`src/rtl/hlcp_pkg.sv`:
```
// rtl/hlcp_pkg.sv - shared FSM encoding and filter constants for the HLCP bus monitor
package hlcp_pkg;

  typedef enum logic [1:0] {
    ST_IDLE      = 2'd0,
    ST_BUSY      = 2'd1,
    ST_FREE_WAIT = 2'd2
  } hlcp_state_e;

  localparam int unsigned HLCP_FILT_LEN   = 4;
  localparam int unsigned HLCP_FILT_CNT_W = 4;

endpackage

```
`src/rtl/hlcp_glitch_filt.sv`:
```
// rtl/hlcp_glitch_filt.sv - per-line digital glitch filter; output follows a level held FILT_LEN cycles
module hlcp_glitch_filt
  import hlcp_pkg::*;
#(
  parameter int unsigned FILT_LEN = HLCP_FILT_LEN
) (
  input  logic sys_clk,
  input  logic sys_resetb,
  input  logic din,
  output logic dout
);

  localparam int unsigned CW = HLCP_FILT_CNT_W;
  localparam logic [CW-1:0] CNT_LAST = CW'(FILT_LEN - 1);
  localparam logic [CW-1:0] CNT_ONE  = CW'(1);

  logic [CW-1:0] cnt_q, cnt_d;
  logic          dout_q, dout_d;

  // The counter only advances while the raw level disagrees, so any agreement restarts the qualification.
  always_comb begin
    cnt_d  = '0;
    dout_d = dout_q;
    if (din != dout_q) begin
      if (cnt_q == CNT_LAST) begin
        dout_d = din;
      end else begin
        cnt_d = cnt_q + CNT_ONE;
      end
    end
  end

  always_ff @(posedge sys_clk or negedge sys_resetb) begin
    if (!sys_resetb) begin
      cnt_q  <= '0;
      dout_q <= 1'b1;
    end else begin
      cnt_q  <= cnt_d;
      dout_q <= dout_d;
    end
  end

  assign dout = dout_q;

endmodule

```
`src/rtl/hlcp_bus_monitor.sv`:
```
// rtl/hlcp_bus_monitor.sv - HLCP bus monitor: filtered levels, edge/condition strobes, busy/free tracking
module hlcp_bus_monitor
  import hlcp_pkg::*;
#(
  parameter int unsigned FILT_LEN = HLCP_FILT_LEN,
  parameter int unsigned IDLE_W   = 10
) (
  input  logic              sys_clk,
  input  logic              sys_resetb,
  input  logic              mon_en,
  input  logic [IDLE_W-1:0] idle_limit,
  input  logic              scl_in_rs,
  input  logic              sda_in_rs,
  output logic              scl_f,
  output logic              sda_f,
  output logic              scl_rise,
  output logic              scl_fall,
  output logic              start_det,
  output logic              rstart_det,
  output logic              stop_det,
  output logic              bus_busy,
  output logic              bus_free
);

  localparam logic [IDLE_W-1:0] CNT_ONE = IDLE_W'(1);

  hlcp_state_e       state_q, state_d;
  logic [IDLE_W-1:0] idle_cnt_q, idle_cnt_d;
  logic              scl_dly_q, sda_dly_q;
  logic              start_cond, stop_cond;
  logic              idle_done;

  hlcp_glitch_filt #(.FILT_LEN(FILT_LEN)) u_scl_filt (
    .sys_clk    (sys_clk),
    .sys_resetb (sys_resetb),
    .din        (scl_in_rs),
    .dout       (scl_f)
  );

  hlcp_glitch_filt #(.FILT_LEN(FILT_LEN)) u_sda_filt (
    .sys_clk    (sys_clk),
    .sys_resetb (sys_resetb),
    .din        (sda_in_rs),
    .dout       (sda_f)
  );

  always_ff @(posedge sys_clk or negedge sys_resetb) begin
    if (!sys_resetb) begin
      scl_dly_q <= 1'b1;
      sda_dly_q <= 1'b1;
    end else begin
      scl_dly_q <= scl_f;
      sda_dly_q <= sda_f;
    end
  end

  // Requiring scl_dly_q high rejects SDA edges that coincide with an SCL edge.
  assign scl_rise   =  scl_f & ~scl_dly_q;
  assign scl_fall   = ~scl_f &  scl_dly_q;
  assign start_cond =  scl_f & scl_dly_q & ~sda_f &  sda_dly_q;
  assign stop_cond  =  scl_f & scl_dly_q &  sda_f & ~sda_dly_q;
  assign idle_done  = (idle_limit == '0) || (idle_cnt_q == (idle_limit - CNT_ONE));

  always_comb begin
    state_d    = state_q;
    idle_cnt_d = idle_cnt_q;
    start_det  = 1'b0;
    rstart_det = 1'b0;
    stop_det   = 1'b0;
    bus_free   = 1'b0;
    if (!mon_en) begin
      state_d    = ST_IDLE;
      idle_cnt_d = '0;
    end else begin
      case (state_q)
        ST_IDLE: begin
          if (start_cond) begin
            state_d   = ST_BUSY;
            start_det = 1'b1;
          end else if (stop_cond) begin
            stop_det = 1'b1;
          end
        end
        ST_BUSY: begin
          if (stop_cond) begin
            state_d    = ST_FREE_WAIT;
            stop_det   = 1'b1;
            idle_cnt_d = '0;
          end else if (start_cond) begin
            rstart_det = 1'b1;
          end
        end
        ST_FREE_WAIT: begin
          if (start_cond) begin
            state_d   = ST_BUSY;
            start_det = 1'b1;
          end else if (scl_fall) begin
            // Someone is clocking without having issued a START; treat the bus as taken.
            state_d = ST_BUSY;
          end else if (stop_cond) begin
            stop_det = 1'b1;
          end else if (scl_f && sda_f) begin
            if (idle_done) begin
              state_d  = ST_IDLE;
              bus_free = 1'b1;
            end else if (idle_cnt_q != '1) begin
              idle_cnt_d = idle_cnt_q + CNT_ONE;
            end
          end
        end
        default: begin
          state_d = ST_IDLE;
        end
      endcase
    end
  end

  always_ff @(posedge sys_clk or negedge sys_resetb) begin
    if (!sys_resetb) begin
      state_q    <= ST_IDLE;
      idle_cnt_q <= '0;
    end else begin
      state_q    <= state_d;
      idle_cnt_q <= idle_cnt_d;
    end
  end

  assign bus_busy = (state_q != ST_IDLE);

endmodule
```
`config.mk`:
```
export PLATFORM = sky130hd
export DESIGN_NAME = hlcp_bus_monitor
export DESIGN_NICKNAME = d
export VERILOG_FILES = /design/src/rtl/hlcp_pkg.sv /design/src/rtl/hlcp_glitch_filt.sv /design/src/rtl/hlcp_bus_monitor.sv
export SDC_FILE = /design/constraint.sdc
export NUM_CORES = 1
export LEC_CHECK = 0
export BUFFER_PORTS_ARGS = -buffer_cell sky130_fd_sc_hd__buf_2
export CAP_MARGIN = 20
export CORE_MARGIN = 4
export CORE_UTILIZATION = 30
export CTS_CLUSTER_SIZE = 24
export DETAILED_ROUTE_END_ITERATION = 10
export PLACE_DENSITY_LB_ADDON = 0.1
export SKIP_CTS_REPAIR_TIMING = 1
export SKIP_LAST_GASP = 1
export SLEW_MARGIN = 15
export SYNTH_ARGS = -nofsm -noshare
export SYNTH_HDL_FRONTEND = slang
export SYNTH_HIERARCHICAL = 1
export SYNTH_SLANG_ARGS = --single-unit
```
`constraint.sdc`:
```
create_clock -name sys_clk -period 4.1 [get_ports sys_clk]
set_clock_uncertainty 0.2 [all_clocks]
set_input_delay 0.82 -clock sys_clk [delete_from_list [all_inputs] [get_ports sys_clk]]
set_output_delay 0.82 -clock sys_clk [all_outputs]
set_load 0.02 [all_outputs]
```
==> qor.yml, run 1 <==
rsz0062_at_grt: "no"
r2r_cells: 7
min_path_cells: 0
rrSetupSlack_ns: 1.37
crit_type: "input pin to primary output"
first_pass_iters: 4
grt-ovfl-total: 0
cts_buffer_depth: 2
wl_per_cell_microns: 14.2
cp_max_fo: 7
place_congestion: 0.791
layout_min_cycle_time_ns: 3.91
synth_seq_cells: 24
grt_pass1_vias: 1481
cp_cell_sequence: "buf_2, inv_1, ha_2, nor3b_4, xnor2_1, o2bb2a_1, a22oi_2, nand4_1, a2111oi_2, buf_4"
drcViolationCount: 0
hp-class: "register to register"
insertion_delay_ns: 0.27
max_slew_margin: 0.630
coreArea_sq_um: 5570
crit_buf_inv: 3
final_max_slew_viol_count: 0
numCtsBuffers: 3
avgViaCountPerCell: 5.51
fp.dieH_microns: 84.5
initial_core_util: 0.315
final.setup.tns_ns: 0
synth_cell_type_count: 54
io_buffers: 23
fin_ws_ns: 0.192
cp_top_family: "compound AO/OA/AOI/OAI gates"
finalHoldViolCount: 0
synth.avg_cell_area_sq_um: 9.19
synth_top_area_cell: "dfrtp_1"
grt_start_max_net_pins: 25
antenna_left: 0
max_freq_mhz: 256
drive_gt1_frac: 0.235
ff_latch_area_sq_um: 606
route.met2.wl_microns: 1890
cts_root_buf: "clkbuf_8"
leakagePower_uw: 0.000784
required_ns: 3.08
ys_warn_count: 6
power.density_nw_per_um2: 398
tightest_slew_ns: 0.555
fp.dieW_microns: 84.5
yosysSeqAreaShare: 0.345
synth_area_leaders: "dfrtp_1 29%, dfstp_2 6.0%, xnor2_1 4.5%"
status: "finished, final reports clean"
netlist_area_sq_um: 1760
wl_met3_microns: 180
setup_viol: 0
routed.top_layer: "met4"
drt_iter0_drc: 70
slowest_delay_ns: 0.37
synth_flop_cell: "dfrtp_1"
endpoint_kind: "primary output"
grtUsageTotal: 0.114
wl_met1_microns: 1970
layout_commonest_cell: "buf_2"
yosysTopAreaCellShare: 0.285
vias: 1591
drv_cap: 0
dp_hpwl_microns: 3110
multi_input_area_sq_um: 1120
syn_inst: 191
cts_tree: "done"
post-place-ws_ns: 0.0263
antenna_cells: 0
dieArea_sq_um: 7140
fin_nets: 237
clk_pin_slew_ns: 0.09
antenna_found_initial: 0
worstPathArrival_ns: 2.89
routed_wl_microns: 4120
grt_pass1_wl_microns: 6780
n_fill_cell: 563
start_kind: "input pin"
vdd_drop_max_mv: 0.226
synth_edf_count: 0
synthArstFlopShare: 1.00
mostFrequentLayoutCells: "22 x buf_2, 20 x dfrtp_1, 14 x a21oi_1"
row_count: 27
synth_nets: 210
numClockSinks: 24
htreeDepth: 1
area_growth_pct: 16.9
cp_num_cells: 10
slowest_stage: "a2111oi_2"
io_pins: 24
min_period_over_period: 0.953
[path summary, 6_finish.rpt]
kind,start,to
max,idle_limit[0],bus_free
min,u_sda_filt/dout,sda_dly_q
max reg2reg,u_sda_filt/dout,idle_cnt_q[9]
min reg2reg,u_sda_filt/dout,sda_dly_q
max in group asynchronous,sys_resetb,scl_dly_q
min in group asynchronous,sys_resetb,state_q[0]
[report_power, final]
group / internal [uW] / switching [uW]
logic: 108 / 138
clock network: 131 / 77.6
registers: 293 / 69.5
[worst reg2reg max path: stages (launching register included)]
cell and delay [ns]:
dfstp_2 0.65, xnor2_1 0.14, a21boi_0 0.11, o311ai_2 0.30, nand4_1 0.24, or3_1 0.44
or4_1 0.42, a21oi_1 0.16
[per-stage QoR]
stage	cells	hold WS (ns)	area, sq um	util	power (uW)
2_1_floorplan	191	0.219	1760	-	531
3_3_place_gp	285	0.233	1950	0.350	609
3_5_place_dp	285	0.235	1950	0.350	611
4_1_cts	289	0.250	2020	0.363	828
5_1_grt	289	0.258	2050	0.368	875
6_report	289	0.250	2050	0.368	816
[per-layer routing]
layer,GRT usage,vias to the layer above
met4,0.0475,0
met1,0.155,766
met3,0.0196,9
met5,0,-
li1,-,778
met2,0.178,38
[synth_stat cells (all sizes together), types with 4 or more instances]
cell    number
dfrtp       20
nand4        5
xnor2        9
or3          5
xor2         5
nor2         9
nor2b        6
o21ai        9
nand3        9
and3         4
nand2b       5
inv          6
nor3b        5
a21oi       14
nor4         5
dfstp        4
and4         4
or4          6
o31ai        4
nand2       10
ha           4
nor3         9
[area by class of cell]
class                      instances  share of cell area
tap                               72              0.0439
sequential                        24               0.295
multi-input combinational        157               0.547
clock buffer                       3              0.0201
inverter                           6              0.0110
timing repair buffer              26              0.0683
clock inverter                     1              0.0146
[state kept, by name, indices dropped and copies added (netlist names)]
register / count
u_scl_filt/dout: 1
state_q: 2
sda_dly_q: 1
idle_cnt_q: 10
u_sda_filt/dout: 1
u_scl_filt/cnt_q: 4
u_sda_filt/cnt_q: 4
scl_dly_q: 1
[kinds of logic after synthesis]
family          share of synthesized area
compound gates                      0.168
xor+xnor                           0.0699
fa+ha+maj                          0.0285
buf+inv                            0.0306
flops                               0.345
mux                                0.0185
simple gates                        0.339
Note: power is estimated with default switching activity, not from simulation.
==> run 2: changes to the inputs <==
RECOVER_POWER = 100   (was unset)
==> run 2 against run 1 <==
Net effect:
- worst setup slack lost 0.0094 ns
- clock-buffer cell count stayed put
- sequential power barely moved
- design area is 1.7% lower
- non-clock buffer count stayed put
- cell count unchanged
- register-to-register slack worse by 0.38 ns
- maximum frequency fell by 0.24%
- sequential share of layout area up 0.51 points
- utilization fell by 0.63 points
- flip-flop and latch count unchanged
==> qor.yml, run 2 (synthesized netlist as in run 1, its figures left out) <==
status: "finished, final reports clean"  # unchanged
pwr-share-seq: 0.448  # was 0.444
endpoint_kind: "primary output"  # unchanged
max_freq_mhz: 255  # was 256 MHz
cts_buffer_depth: 2  # unchanged
drv_cap: 0  # unchanged
hp-class: "register to register"  # unchanged
numCtsBuffers: 3  # unchanged
worstPathArrival_ns: 2.90  # was 2.89 ns
final_max_slew_viol_count: 0  # unchanged
vdd_drop_max_mv: 0.224  # was 0.226 mV
crit_type: "input pin to primary output"  # unchanged
area_growth_pct: 14.9  # was 16.9%
antenna_cells: 0  # unchanged
min_period_over_period: 0.955  # was 0.953
insertion_delay_ns: 0.27  # about the same
power.density_nw_per_um2: 397  # was 398 nW/um^2
finalHoldViolCount: 0  # unchanged
grt_start_max_net_pins: 25  # unchanged
drt_iter0_drc: 70  # unchanged
wl_per_cell_microns: 14.2  # about the same
dp_hpwl_microns: 3110  # unchanged
initial_core_util: 0.315  # unchanged
drcViolationCount: 0  # unchanged
routed_wl_microns: 4090  # was 4120 microns
fp.dieW_microns: 84.5  # unchanged
fin_nets: 237  # unchanged
htreeDepth: 1  # unchanged
p_total_uw: 801  # was 816 uW
largest_register: "idle_cnt_q"  # unchanged
layout_min_cycle_time_ns: 3.92  # was 3.91 ns
top_regs: "idle_cnt_q x10, u_scl_filt/cnt_q x4, u_sda_filt/cnt_q x4"  # unchanged
vias: 1591  # unchanged
largest_reg_flops: 10  # unchanged
grt-ovfl-total: 0  # unchanged
p_comb_frac: 0.292  # was 0.301
io_pins: 24  # unchanged
avgViaCountPerCell: 5.51  # unchanged
grtUsageTotal: 0.114  # unchanged
max_slew_margin: 0.119  # was 0.630
cp_max_fo: 7  # unchanged
io_buffers: 23  # unchanged
fp.dieH_microns: 84.5  # unchanged
grt_pass1_vias: 1481  # unchanged
antenna_found_initial: 0  # unchanged
start_kind: "input pin"  # unchanged
power_switching_uw: 282  # was 285 uW
cts_tree: "done"  # unchanged
mostFrequentLayoutCells: "20 x dfrtp_1, 14 x a21oi_1, 14 x buf_2"  # was 22 x buf_2, 20 x dfrtp_1, 14 x a21oi_1
tightest_slew_ns: 1.32  # was 0.555 ns
p_sw_frac: 0.352  # was 0.349
drive_gt1_frac: 0.166  # was 0.235
place_congestion: 0.791  # unchanged
numClockSinks: 24  # unchanged
rsz0062_at_grt: "no"  # unchanged
layout_commonest_cell: "dfrtp_1"  # was buf_2
dieArea_sq_um: 7140  # unchanged
dp.cells: 285  # unchanged
grt_pass1_wl_microns: 6780  # unchanged
leakagePower_uw: 0.000735  # was 0.000784 uW
first_pass_iters: 4  # unchanged
fin_cells: 289  # unchanged
row_count: 27  # unchanged
final.setup.tns_ns: 0  # unchanged
cts_root_buf: "clkbuf_8"  # unchanged
clkPwrFrac: 0.260  # was 0.255
setup_viol: 0  # unchanged
post-route-util: 0.362  # was 0.368
clk_pin_slew_ns: 0.08  # was 0.09 ns
required_ns: 3.08  # about the same
internal_power_uw: 519  # was 531 uW
antenna_left: 0  # unchanged
coreArea_sq_um: 5570  # unchanged
run 2: changes by cell type in the layout (fill, tap and decap cells not counted), sizes merged:
cell	change
buf	-10
clkbuf	+10
run 2: worst paths after layout:
path,start,to,slack (ns),cells after the start
min in group asynchronous,sys_resetb,state_q[0],0.62,1
worst min-delay path,u_scl_filt/cnt_q[0],u_scl_filt/cnt_q[0],0.29,1
worst max-delay path,idle_limit[0],bus_free,0.18,10
worst max register to register,u_sda_filt/dout,idle_cnt_q[9],0.99,7
max in group asynchronous,sys_resetb,idle_cnt_q[2],2.30,1
worst min register to register,u_scl_filt/cnt_q[0],u_scl_filt/cnt_q[0],0.29,1
run 2: power by group through the flow:
stage | Combinational (uW) | Clock (uW) | Sequential [uW]
after floorplan | 179 | 0 | 352
after global placement | 244 | 0 | 365
after detailed placement | 244 | 0 | 367
after CTS | 246 | 218 | 364
after global routing | 264 | 225 | 370
final | 234 | 208 | 359
run 2: routing by layer:
| layer | vias up | wire length [microns] | global-route usage |
|---|---|---|---|
| met1 | 761 | 1950 | 0.155 |
| met2 | 42 | 1880 | 0.178 |
| met4 | 0 | 84 | 0.0475 |
| met3 | 11 | 182 | 0.0196 |
| met5 | - | 0 | 0 |
| li1 | 777 | - | - |
run 2: through the flow:
step / instance area (sq um) / hold slack (ns) / setup WS, ns
detailed placement: 1950 / 0.235 / 0.0263
finish: 2020 / 0.294 / 0.183
global route: 2020 / 0.319 / 0.0169
CTS: 2020 / 0.250 / 0.0290
floorplan: 1760 / 0.219 / 0.256
global placement: 1950 / 0.233 / 0.0371
run 2: critical path, cell delays in order:
cell       delay [ns]
buf_2            0.14
inv_1            0.07
ha_2             0.22
nor3b_4          0.29
xnor2_1          0.10
o2bb2a_1         0.29
a22oi_2          0.18
nand4_1          0.18
a2111oi_2        0.36
buf_2            0.24
run 2: final cells by class:
cell class	count	area, sq um
clock inverters	1	30.0
fillers	572	3560
flip-flops and latches	24	606
well taps	72	90.1
clock buffers	3	41.3
inverters	6	22.5
multi-input cells	157	1100
repair buffers	26	123
==> run 3: changes to the inputs <==
CORE_UTILIZATION = 57   (was 30)
==> run 3 against run 2 <==
Net effect:
- power fell by 4.7%
- sequential power barely moved
- sequential share of layout area rose by 1.3 points
- maximum frequency fell by 1.3%
- combinational power barely moved
- critical path depth did not move
- worst setup slack got worse by 0.050 ns
- clock power fell by 19%
- flip-flop and latch count did not move
- via count rose by 0.19%
- die area fell by 44%
==> qor.yml, run 3 (synthesized netlist as in run 1, its figures left out) <==
numCtsBuffers: 3  # unchanged
placed_cell_area_sq_um: 1890  # was 1950 sq um
final.setup.tns_ns: 0  # unchanged
layout_min_cycle_time_ns: 3.97  # was 3.92 ns
grt_start_max_net_pins: 25  # unchanged
p_total_uw: 763  # was 801 uW
largest_register: "idle_cnt_q"  # unchanged
stdcell_area_sq_um: 1940  # was 2020 sq um
top_regs: "idle_cnt_q x10, u_scl_filt/cnt_q x4, u_sda_filt/cnt_q x4"  # unchanged
cp_top_family: "compound AO/OA/AOI/OAI gates"  # unchanged
post-route-util: 0.679  # was 0.362
status: "finished, final reports clean"  # unchanged
fp.dieH_microns: 63.5  # was 84.5 microns
min_delay_worst_endpoint: "u_scl_filt/cnt_q[0]"  # unchanged
row_count: 19  # was 27
vias: 1594  # was 1591
final_max_slew_viol_count: 0  # unchanged
grt_pass1_vias: 1495  # was 1481
min_path_cells: 1  # unchanged
endpoint_kind: "primary output"  # unchanged
htreeDepth: 1  # unchanged
clk_pin_slew_ns: 0.12  # was 0.08 ns
fin_nets: 236  # was 237
io_buffers: 23  # unchanged
dieArea_sq_um: 4030  # was 7140 sq um
cts_buffer_depth: 2  # unchanged
largest_reg_flops: 10  # unchanged
max_slew_margin: 0.110  # was 0.119
drt_iter0_drc: 124  # was 70
layout_commonest_cell: "dfrtp_1"  # unchanged
grtUsageTotal: 0.200  # was 0.114
finalHoldViolCount: 0  # unchanged
rsz0062_at_grt: "no"  # unchanged
r2r-end: "idle_cnt_q[5]"  # was idle_cnt_q[9]
drive_gt1_frac: 0.157  # was 0.166
avgViaCountPerCell: 6.45  # was 5.51
numClockSinks: 24  # unchanged
power.density_nw_per_um2: 394  # was 397 nW/um^2
drcViolationCount: 0  # unchanged
antenna_left: 0  # unchanged
hp-class: "register to register"  # unchanged
antenna_found_initial: 0  # unchanged
required_ns: 3.08  # about the same
fp.dieW_microns: 63.5  # was 84.5 microns
crit_type: "input pin to primary output"  # unchanged
slowest_delay_ns: 0.40  # was 0.36 ns
min-delay-start: "u_scl_filt/cnt_q[0]"  # unchanged
min_period_over_period: 0.968  # was 0.955
dp_hpwl_microns: 2930  # was 3110 microns
io_pins: 24  # unchanged
grt-ovfl-total: 0  # unchanged
leakagePower_uw: 0.000728  # was 0.000735 uW
crit_top_cell: "buf_2"  # unchanged
cp_max_fo: 7  # unchanged
routed_wl_microns: 3880  # was 4090 microns
slowest_stage: "a2111oi_2"  # unchanged
n_fill_cell: 243  # was 572
first_pass_iters: 4  # unchanged
tightest_slew_ns: 1.34  # was 1.32 ns
vdd_drop_max_mv: 0.426  # was 0.224 mV
place_congestion: 0.883  # was 0.791
cts_root_buf: "clkbuf_4"  # was clkbuf_8
worstPathArrival_ns: 2.95  # was 2.90 ns
wl_per_cell_microns: 15.7  # was 14.2 microns
mostFrequentLayoutCells: "20 x dfrtp_1, 14 x a21oi_1, 14 x buf_2"  # unchanged
r2r_cells: 7  # unchanged
insertion_delay_ns: 0.32  # was 0.27 ns
start_kind: "input pin"  # unchanged
antenna_cells: 0  # unchanged
area_growth_pct: 10.3  # was 14.9%
dp.cells: 242  # was 285
rrSetupSlack_ns: 1.01  # was 0.99 ns
cts_tree: "done"  # unchanged
cp_cell_sequence: "buf_2, inv_1, ha_1, nor3b_4, xnor2_1, o2bb2a_1, a22oi_1, nand4_1, a2111oi_2, buf_2"  # was buf_2, inv_1, ha_2, nor3b_4, xnor2_1, o2bb2a_1, a22oi_2, nand4_1, a2111oi_2, buf_2
reg2reg_from: "u_sda_filt/dout"  # unchanged
fin_cells: 247  # was 289
coreArea_sq_um: 2850  # was 5570 sq um
setup_viol: 0  # unchanged
drv_cap: 0  # unchanged
crit_buf_inv: 3  # unchanged
initial_core_util: 0.615  # was 0.315
grt_pass1_wl_microns: 6540  # was 6780 microns
max_freq_mhz: 252  # was 255 MHz
## run 3: area by class of cell
| class | instances | area [sq um] | share of cell area |
|---|---|---|---|
| multi-input combinational | 157 | 1100 | 0.567 |
| sequential | 24 | 606 | 0.313 |
| timing repair buffer | 25 | 119 | 0.0614 |
| tap | 31 | 38.8 | 0.0200 |
| clock inverter | 1 | 30.0 | 0.0155 |
| clock buffer | 3 | 22.5 | 0.0116 |
| inverter | 6 | 22.5 | 0.0116 |
## run 3: worst reg2reg max path, stage by stage, from the launching register on
cell and delay (ns):
dfstp_1 0.73, xnor2_1 0.16, a21boi_0 0.09, o311ai_0 0.52, nand4_1 0.28, or3_1 0.45
or4_1 0.44, a21oi_1 0.15
## run 3: layer usage
metal	vias up	GRT usage	part of all wire
met5	-	0	0
met4	0	0.0674	0.0077
met3	4	0.0497	0.065
met2	44	0.343	0.49
met1	764	0.242	0.44
li1	782	-	-
## run 3: worst max-delay path by stage
stage                        startpoint  endpoint  slack [ns]  cells after the start
final                     idle_limit[0]  bus_free        0.13                     10
after global routing      idle_limit[0]  bus_free        0.02                     10
after CTS                 idle_limit[0]  bus_free        0.08                      9
after detailed placement  idle_limit[0]  bus_free        0.08                     10
after global placement    idle_limit[0]  bus_free        0.12                      9
after floorplan           idle_limit[2]  bus_free        0.26                      6
## run 3: per-stage QoR
| stage | hold WS [ns] | worst slack, ns |
|---|---|---|
| after floorplan | 0.219 | 0.256 |
| after global placement | 0.227 | 0.123 |
| after detailed placement | 0.230 | 0.0782 |
| after CTS | 0.250 | 0.0771 |
| after global routing | 0.321 | 0.0206 |
| final | 0.297 | 0.133 |
## run 3: power breakdown
group	leakage, uW	total (uW)	switching [uW]	internal (uW)
Sequential	0.000316	357	68.1	289
Clock	0.0000279	168	69.6	98.9
Combinational	0.000384	237	139	98.2
